[src/rtl/crypto_seq_ctrl_pkg.sv]
// Shared types and default sizes for the crypto operation sequencer.
// Latency: n/a (types and constants only).
// Backpressure: n/a.
package crypto_seq_pkg;

    typedef enum logic [2:0] {
        IDLE,
        LOAD,
        ARM,
        RUN,
        GAP
    } seq_state_t;

    localparam int DATA_WIDTH_DEF = 128;
    localparam int KEY_WIDTH_DEF  = 128;
    localparam int CNT_WIDTH_DEF  = 16;
    localparam int GAP_WIDTH_DEF  = 8;
    localparam int TIMEOUT_DEF    = 1024;

    // Width of the shared gap/timeout down-counter is the larger of the two needs.
    function automatic int max_int(input int a, input int b);
        return (a > b) ? a : b;
    endfunction

endpackage

[src/rtl/crypto_seq_ctrl_if.sv]
// Sequencer-to-crypto-core bus: load strobe, key, text out; result and busy back.
// Latency: wires only, no storage.
// Backpressure: core signals busy after load; the sequencer waits on it.
interface crypto_seq_ctrl_if
    import crypto_seq_pkg::*;
#(
    parameter int pDATA_WIDTH = DATA_WIDTH_DEF,
    parameter int pKEY_WIDTH  = KEY_WIDTH_DEF
);
    logic                   core_load_o;
    logic [pKEY_WIDTH-1:0]  core_key_o;
    logic [pDATA_WIDTH-1:0] core_data_o;
    logic [pDATA_WIDTH-1:0] core_data_i;
    logic                   core_busy_i;

    modport master (
        output core_load_o,
        output core_key_o,
        output core_data_o,
        input  core_data_i,
        input  core_busy_i
    );

    modport slave (
        input  core_load_o,
        input  core_key_o,
        input  core_data_o,
        output core_data_i,
        output core_busy_i
    );
endinterface

[src/rtl/crypto_seq_ctrl.sv]
// Runs N back-to-back core operations per start, optional chaining, idle gaps, scope trigger, timeout abort.
// Latency: load one cycle after start; result/done one cycle after the core drops busy.
// Backpressure: waits on core busy; start is ignored unless idle and not in the done cycle.
module crypto_seq_ctrl
    import crypto_seq_pkg::*;
#(
    parameter int pDATA_WIDTH = DATA_WIDTH_DEF,
    parameter int pKEY_WIDTH  = KEY_WIDTH_DEF,
    parameter int pCNT_WIDTH  = CNT_WIDTH_DEF,
    parameter int pGAP_WIDTH  = GAP_WIDTH_DEF,
    parameter int pTIMEOUT    = TIMEOUT_DEF
) (
    input  logic                   clk,
    input  logic                   rst,
    input  logic                   start_i,
    input  logic [pCNT_WIDTH-1:0]  count_i,
    input  logic [pGAP_WIDTH-1:0]  gap_i,
    input  logic                   chain_i,
    input  logic                   trig_all_i,
    input  logic [pKEY_WIDTH-1:0]  key_i,
    input  logic [pDATA_WIDTH-1:0] text_i,
    crypto_seq_ctrl_if.master      core,
    output logic                   busy_o,
    output logic                   done_o,
    output logic                   err_o,
    output logic [pDATA_WIDTH-1:0] result_o,
    output logic [pCNT_WIDTH-1:0]  op_cnt_o,
    output logic                   trigger_o
);
    localparam int TW = $clog2(pTIMEOUT);
    localparam int CW = max_int(TW, pGAP_WIDTH);
    localparam logic [CW-1:0] TMO_LOAD = CW'(pTIMEOUT - 1);

    seq_state_t             state_q;
    seq_state_t             state_d;
    logic [pCNT_WIDTH-1:0]  count_q;
    logic [pCNT_WIDTH-1:0]  op_cnt_q;
    logic [pGAP_WIDTH-1:0]  gap_q;
    logic                   chain_q;
    logic                   trig_all_q;
    logic [pKEY_WIDTH-1:0]  key_q;
    logic [pDATA_WIDTH-1:0] text_q;
    logic [pDATA_WIDTH-1:0] result_q;
    logic [CW-1:0]          cnt_q;
    logic                   done_q;
    logic                   err_q;

    logic                   accept;
    logic                   capture;
    logic                   timeout;
    logic                   last_op;

    // This capture completes the run when it brings the op count up to the latched count.
    assign last_op = ((op_cnt_q + pCNT_WIDTH'(1)) == count_q);

    // Next-state and per-cycle control decode.
    always_comb begin
        state_d = state_q;
        accept  = 1'b0;
        capture = 1'b0;
        timeout = 1'b0;
        case (state_q)
            IDLE: begin
                // The done cycle is treated as still part of the old run.
                if (start_i && !done_q) begin
                    accept = 1'b1;
                    if (count_i != '0) begin
                        state_d = LOAD;
                    end
                end
            end
            LOAD: state_d = ARM;
            ARM:  state_d = RUN;
            RUN: begin
                if (!core.core_busy_i) begin
                    capture = 1'b1;
                    if (last_op) begin
                        state_d = IDLE;
                    end else if (gap_q == '0) begin
                        state_d = LOAD;
                    end else begin
                        state_d = GAP;
                    end
                end else if (cnt_q == '0) begin
                    timeout = 1'b1;
                    state_d = IDLE;
                end
            end
            GAP: begin
                if (cnt_q == '0) begin
                    state_d = LOAD;
                end
            end
            default: state_d = IDLE;
        endcase
    end

    // State register.
    always_ff @(posedge clk) begin
        if (rst) begin
            state_q <= IDLE;
        end else begin
            state_q <= state_d;
        end
    end

    // Run parameters, shared gap/timeout counter, result capture and status flags.
    always_ff @(posedge clk) begin
        if (rst) begin
            count_q    <= '0;
            op_cnt_q   <= '0;
            gap_q      <= '0;
            chain_q    <= 1'b0;
            trig_all_q <= 1'b0;
            key_q      <= '0;
            text_q     <= '0;
            result_q   <= '0;
            cnt_q      <= '0;
            done_q     <= 1'b0;
            err_q      <= 1'b0;
        end else begin
            done_q <= 1'b0;
            if (accept) begin
                count_q    <= count_i;
                gap_q      <= gap_i;
                chain_q    <= chain_i;
                trig_all_q <= trig_all_i;
                key_q      <= key_i;
                text_q     <= text_i;
                op_cnt_q   <= '0;
                err_q      <= 1'b0;
                if (count_i == '0) begin
                    done_q <= 1'b1;
                end
            end
            // ARM arms the timeout; a capture reloads for the gap; RUN/GAP count down.
            if (state_q == ARM) begin
                cnt_q <= TMO_LOAD;
            end else if (capture) begin
                cnt_q <= CW'(gap_q) - CW'(1);
            end else if (state_q == RUN || state_q == GAP) begin
                cnt_q <= cnt_q - CW'(1);
            end
            if (capture) begin
                result_q <= core.core_data_i;
                op_cnt_q <= op_cnt_q + pCNT_WIDTH'(1);
                done_q   <= last_op;
            end
            if (timeout) begin
                err_q  <= 1'b1;
                done_q <= 1'b1;
            end
        end
    end

    assign busy_o    = (state_q != IDLE);
    assign done_o    = done_q;
    assign err_o     = err_q;
    assign result_o  = result_q;
    assign op_cnt_o  = op_cnt_q;
    assign trigger_o = (state_q inside {LOAD, ARM, RUN}) && (trig_all_q || (op_cnt_q == '0));

    assign core.core_load_o = (state_q == LOAD);
    assign core.core_key_o  = key_q;
    // Text is only driven during the load strobe; chained ops after the first reuse the last result.
    assign core.core_data_o = (state_q != LOAD)                  ? '0       :
                              (chain_q && (op_cnt_q != '0))      ? result_q : text_q;

endmodule

[src/flat_wrapper.sv]
// flat-port wrapper written by rule: the top's interface ports become plain ports
module crypto_seq_ctrl_flat import crypto_seq_pkg::*;
#(
    parameter int pDATA_WIDTH = DATA_WIDTH_DEF,
    parameter int pKEY_WIDTH  = KEY_WIDTH_DEF,
    parameter int pCNT_WIDTH  = CNT_WIDTH_DEF,
    parameter int pGAP_WIDTH  = GAP_WIDTH_DEF,
    parameter int pTIMEOUT    = TIMEOUT_DEF
)
  (clk, rst, start_i, count_i, gap_i, chain_i, trig_all_i, key_i, text_i, busy_o, done_o, err_o, result_o, op_cnt_o, trigger_o, core_core_load_o, core_core_key_o, core_core_data_o, core_core_data_i, core_core_busy_i);
  crypto_seq_ctrl_if #(.pDATA_WIDTH(pDATA_WIDTH), .pKEY_WIDTH(pKEY_WIDTH)) core_i ();
  input  logic clk;
  input  logic rst;
  input  logic start_i;
  input  logic [pCNT_WIDTH-1:0] count_i;
  input  logic [pGAP_WIDTH-1:0] gap_i;
  input  logic chain_i;
  input  logic trig_all_i;
  input  logic [pKEY_WIDTH-1:0] key_i;
  input  logic [pDATA_WIDTH-1:0] text_i;
  output logic busy_o;
  output logic done_o;
  output logic err_o;
  output logic [pDATA_WIDTH-1:0] result_o;
  output logic [pCNT_WIDTH-1:0] op_cnt_o;
  output logic trigger_o;
  output wire logic [$bits(core_i.core_load_o)-1:0] core_core_load_o;
  output wire logic [$bits(core_i.core_key_o)-1:0] core_core_key_o;
  output wire logic [$bits(core_i.core_data_o)-1:0] core_core_data_o;
  input wire logic [$bits(core_i.core_data_i)-1:0] core_core_data_i;
  input wire logic [$bits(core_i.core_busy_i)-1:0] core_core_busy_i;
  assign core_core_load_o = core_i.core_load_o;
  assign core_core_key_o = core_i.core_key_o;
  assign core_core_data_o = core_i.core_data_o;
  assign core_i.core_data_i = core_core_data_i;
  assign core_i.core_busy_i = core_core_busy_i;
  crypto_seq_ctrl #(.pDATA_WIDTH(pDATA_WIDTH), .pKEY_WIDTH(pKEY_WIDTH), .pCNT_WIDTH(pCNT_WIDTH), .pGAP_WIDTH(pGAP_WIDTH), .pTIMEOUT(pTIMEOUT)) u_core (.clk(clk), .rst(rst), .start_i(start_i), .count_i(count_i), .gap_i(gap_i), .chain_i(chain_i), .trig_all_i(trig_all_i), .key_i(key_i), .text_i(text_i), .core(core_i), .busy_o(busy_o), .done_o(done_o), .err_o(err_o), .result_o(result_o), .op_cnt_o(op_cnt_o), .trigger_o(trigger_o));
endmodule
[config.mk]
export PLATFORM = sky130hd
export DESIGN_NAME = crypto_seq_ctrl_flat
export DESIGN_NICKNAME = d
export VERILOG_FILES = /design/src/rtl/crypto_seq_ctrl_pkg.sv /design/src/rtl/crypto_seq_ctrl_if.sv /design/src/rtl/crypto_seq_ctrl.sv /design/src/flat_wrapper.sv
export SDC_FILE = /design/constraint.sdc
export NUM_CORES = 1
export LEC_CHECK = 0
export CORE_AREA = 2 2 323 325
export CTS_CLUSTER_DIAMETER = 60
export DETAILED_ROUTE_END_ITERATION = 6
export DIE_AREA = 0 0 325 327
export DONT_BUFFER_PORTS = 1
export PLACE_DENSITY = 0.35
export SLEW_MARGIN = 15
export SYNTH_ARGS = -nofsm -noshare
export SYNTH_HDL_FRONTEND = slang
export SYNTH_SLANG_ARGS = --single-unit
[constraint.sdc]
create_clock -name clk -period 2.4 [get_ports clk]
set_input_delay 0.24 -clock clk [delete_from_list [all_inputs] [get_ports clk]]
set_output_delay 0.24 -clock clk [all_outputs]
set_load 0.01 [all_outputs]
==> run_results.csv <==
group,metric,value,unit
status,run_status,"complete, but fails checks",
status,violations,"negative hold slack, negative setup slack",
pwr,peakVddDrop,492,uV
logic_synthesis,synth_warnings,0,
setup_path,critical_path.max_stage_delay,320,ps
logic_synthesis,synthesis.nets,2968,
global_route,grt_pass1_vias,20724,
place,io_buffers,0,
logic_synthesis,ys_types,65,
pwr,power.density,715,nW/um^2
cts,cts_max_path_buffers,3,
cts,cts_tree,"built",
timing,relSlewSlack,27.1,%
logic_synthesis,synthTopCellsByCount,"nand2_1 (1,105), a21oi_1 (569), dfxtp_1 (441)",
setup_path,reg2reg_slack,20,ps
place,gp_congestion,0.826,
cells_and_area,instances_no_fill,4629,
pwr,power.switching,6.46,mW
pwr,p_int,16.1,mW
routing,vias,20166,
setup_path,crit_top_cell,"buf_6",
timing,fin_crit,2850,ps
logic_synthesis,yosysMostFrequentCell,"nand2_1",
timing,drv_slew,0,
logic_synthesis,synth-edff-count,0,
logic_synthesis,syn-mean-instance-area,7.16,sq um
setup_path,crit_family,"buffers and inverters",
routing,drtIter0Drc,919,
timing,worstMarginPinSlew,1090,ps
logic_synthesis,syn_inst,2550,
cells_and_area,fin_nets,3615,
timing,hold_ws,-284,ps
global_route,overflow,0,
timing,period_share,119,%
global_route,grt_pass1_wl,133,mm
cts,clk_pin_slew,60,ps
timing,fmax,0.351,GHz
timing,finalSetupViolCount,129,
floorplanning,dieArea,106000,sq um
logic_synthesis,yosysTopAreaCellShare,48.4,%
cells_and_area,areaGrowthSynthToFinish,73.0,%
routing,ant_nets,0,
place,hpwl,60.0,mm
logic_synthesis,syn_area,18300,sq um
timing,hold_viol,47,
cells_and_area,final_util,30.7,%
setup_path,path_cells,"inv_2, ha_4, nor4b_4, nand4_1, buf_6, buf_6, nand2_8, buf_12, clkbuf_16, nand2_2, a21oi_2, buf_4",
cts,clk_latency,620,ps
cts,numCtsBuffers,69,
setup_path,critPathLaunchType,"register",
logic_synthesis,ys_seq_area_share,48.4,%
setup_path,crit_required,2160,ps
floorplanning,rows,118,
timing,rsz0062_at_grt,"true",
floorplanning,ios,819,
routing,wl,92.5,mm
setup_path,worstPathArrival,2610,ps
cells_and_area,drive_gt1_share,22.0,%
setup_path,cp_slowest_cell,"dfxtp_2",
setup_path,crit_path_end_kind,"primary output",
routing,route.detailed.drc,0,
pwr,p_total,22.6,mW
run,maxCapViolations,0,
pwr,swShare,28.6,%
floorplanning,start_util,17.7,%
timing,fin_ws,-451,ps
place,dp_cells,3934,
timing,fin_skew,26.2,ps
pwr,sequentialPowerShare,37.2,%
routing,routed_via_density,4.36,
pwr,p_leak,11.9,nW
routing,wl_per_cell,20.0,microns
logic_synthesis,ys.flop_type,"dfxtp_1",
setup_path,crit_buf_inv,6,
setup_path,critPathKind,"register to primary output",
min_path,hold_path.class,"input pin to register",
logic_synthesis,ys_ff_latch,441,
cts,cts_sinks,441,
floorplanning,die_h,327,microns
logic_synthesis,async_flop_share,0,%
cts,cts_root_buf,"clkbuf_16",
pwr,p_clk_share,46.8,%
routing,firstDrtPassIters,5,
setup_path,critPathMaxFanout,7,
cts,cts_max_level,3,
logic_synthesis,yosysTopAreaCell,"dfxtp_1",
floorplanning,chipWidth,325,microns
logic_synthesis,yosys-top-cells-area,"dfxtp_1 (48%), nand2_1 (23%), a21oi_1 (16%), clkbuf_1 (2.8%), buf_2 (1.6%)",
floorplanning,core-area,103000,sq um
global_route,grt_usage,16.1,%
global_route,grt_max_degree,444,
global_route,grt_antenna_before_repair,0,
pwr,power_frac_comb,16.0,%
[state kept, by name, indices dropped and copies added, names as in the netlist]
signal / cells
u_core.op_cnt_o: 16
u_core.chain_q: 1
u_core.count_q: 16
u_core.result_o: 128
u_core.text_q: 128
u_core.state_q: 3
u_core.cnt_q: 10
u_core.gap_q: 8
u_core.core.core_key_o: 128
u_core.trig_all_q: 1
u_core.done_o: 1
u_core.err_o: 1
[path summary, 6_finish.rpt]
check                                endpoint  cells after the start                             from
max                      core_core_data_o[16]                     12  u_core.op_cnt_o[1]$_SDFFE_PP0P_
min          u_core.result_o[83]$_SDFFE_PP0P_                      1                              rst
max reg2reg          u_core.done_o$_SDFF_PP0_                      8  u_core.op_cnt_o[5]$_SDFFE_PP0P_
min reg2reg   u_core.text_q[123]$_SDFFE_PP0P_                      2  u_core.text_q[123]$_SDFFE_PP0P_
[power groups by stage]
stage / logic (mW) / registers (mW) / clock network, mW
2_1_floorplan: 1.73 / 8.32 / 0
3_3_place_gp: 2.53 / 8.51 / 0
3_5_place_dp: 2.54 / 8.50 / 0
4_1_cts: 3.40 / 8.38 / 10.9
5_1_grt: 3.98 / 8.47 / 11.2
6_report: 3.61 / 8.41 / 10.6
[cell families (layout without fill, tap and decap cells)]
logic type,Yosys count,count (layout),share of synthesized area [%]
flip-flops,441,441,48.4
adder cells (fa/ha/maj),4,4,0.274
XOR/XNOR,28,28,1.42
buffers and inverters,217,914,5.04
AND/OR/NAND/NOR,1229,1230,26.7
multiplexers,3,3,0.164
other,0,1,0
AO/OA/AOI/OAI,628,628,18.0
[per-layer routing]
layer / share of wire (%) / wire, microns / GRT usage (%)
met5: 0 / 0 / 0
met4: 2.7 / 2540 / 5.13
met3: 8.0 / 7420 / 5.54
met2: 48 / 44400 / 26.9
met1: 41 / 38200 / 19.3
[cells in the final DEF, fill, tap and decap left out, drive strengths merged, types with 4 or more instances in the layout]
cell         synthesis  final
xor2                13     13
nand2             1106   1107
nand3               12     12
bufinv               0      9
clkbuf             135     94
dfxtp              441    441
or3                  6      6
o211ai               7      7
ha                   4      4
clkinv               1     17
nor4                14     14
dlygate4sd3          0    505
buf                 71    268
nand4               12     12
clkinvlp             0      4
a21oi              569    569
o21ai               15     15
nand2b               6      6
nor2                32     32
nor3                15     15
a211oi               4      4
inv                 10     17
xnor2               14     14
o221ai               5      5
[layout make-up]
cell class / count / area (sq um)
multi-input cells: 1893 / 10400
fillers: 11028 / 71300
flip-flops and latches: 441 / 8850
diodes: 1 / 2.50
repair buffers: 781 / 8200
well taps: 1380 / 1730
clock inverters: 36 / 482
clock buffers: 86 / 1900
inverters: 11 / 41.3
[metrics by stage]
step | setup slack (ps) | TNS (ps) | cell area (sq um)
4_1_cts | -530 | -56920 | 30400
3_3_place_gp | -178 | -8540 | 21000
3_5_place_dp | -172 | -9830 | 21000
5_1_grt | -565 | -62030 | 31600
2_1_floorplan | 189 | 0 | 18300
6_report | -451 | -46510 | 31600
[repair_timing]
item,CTS,global route
setup endpoints to repair,129,252
pin swaps,98,89
setup buffers,29,31
endpoints found under the hold margin,441,229
hold buffers,487,22
gates cloned,13,9
resized for setup,373,181
No activity file was read; power rests on OpenSTA's default activity.
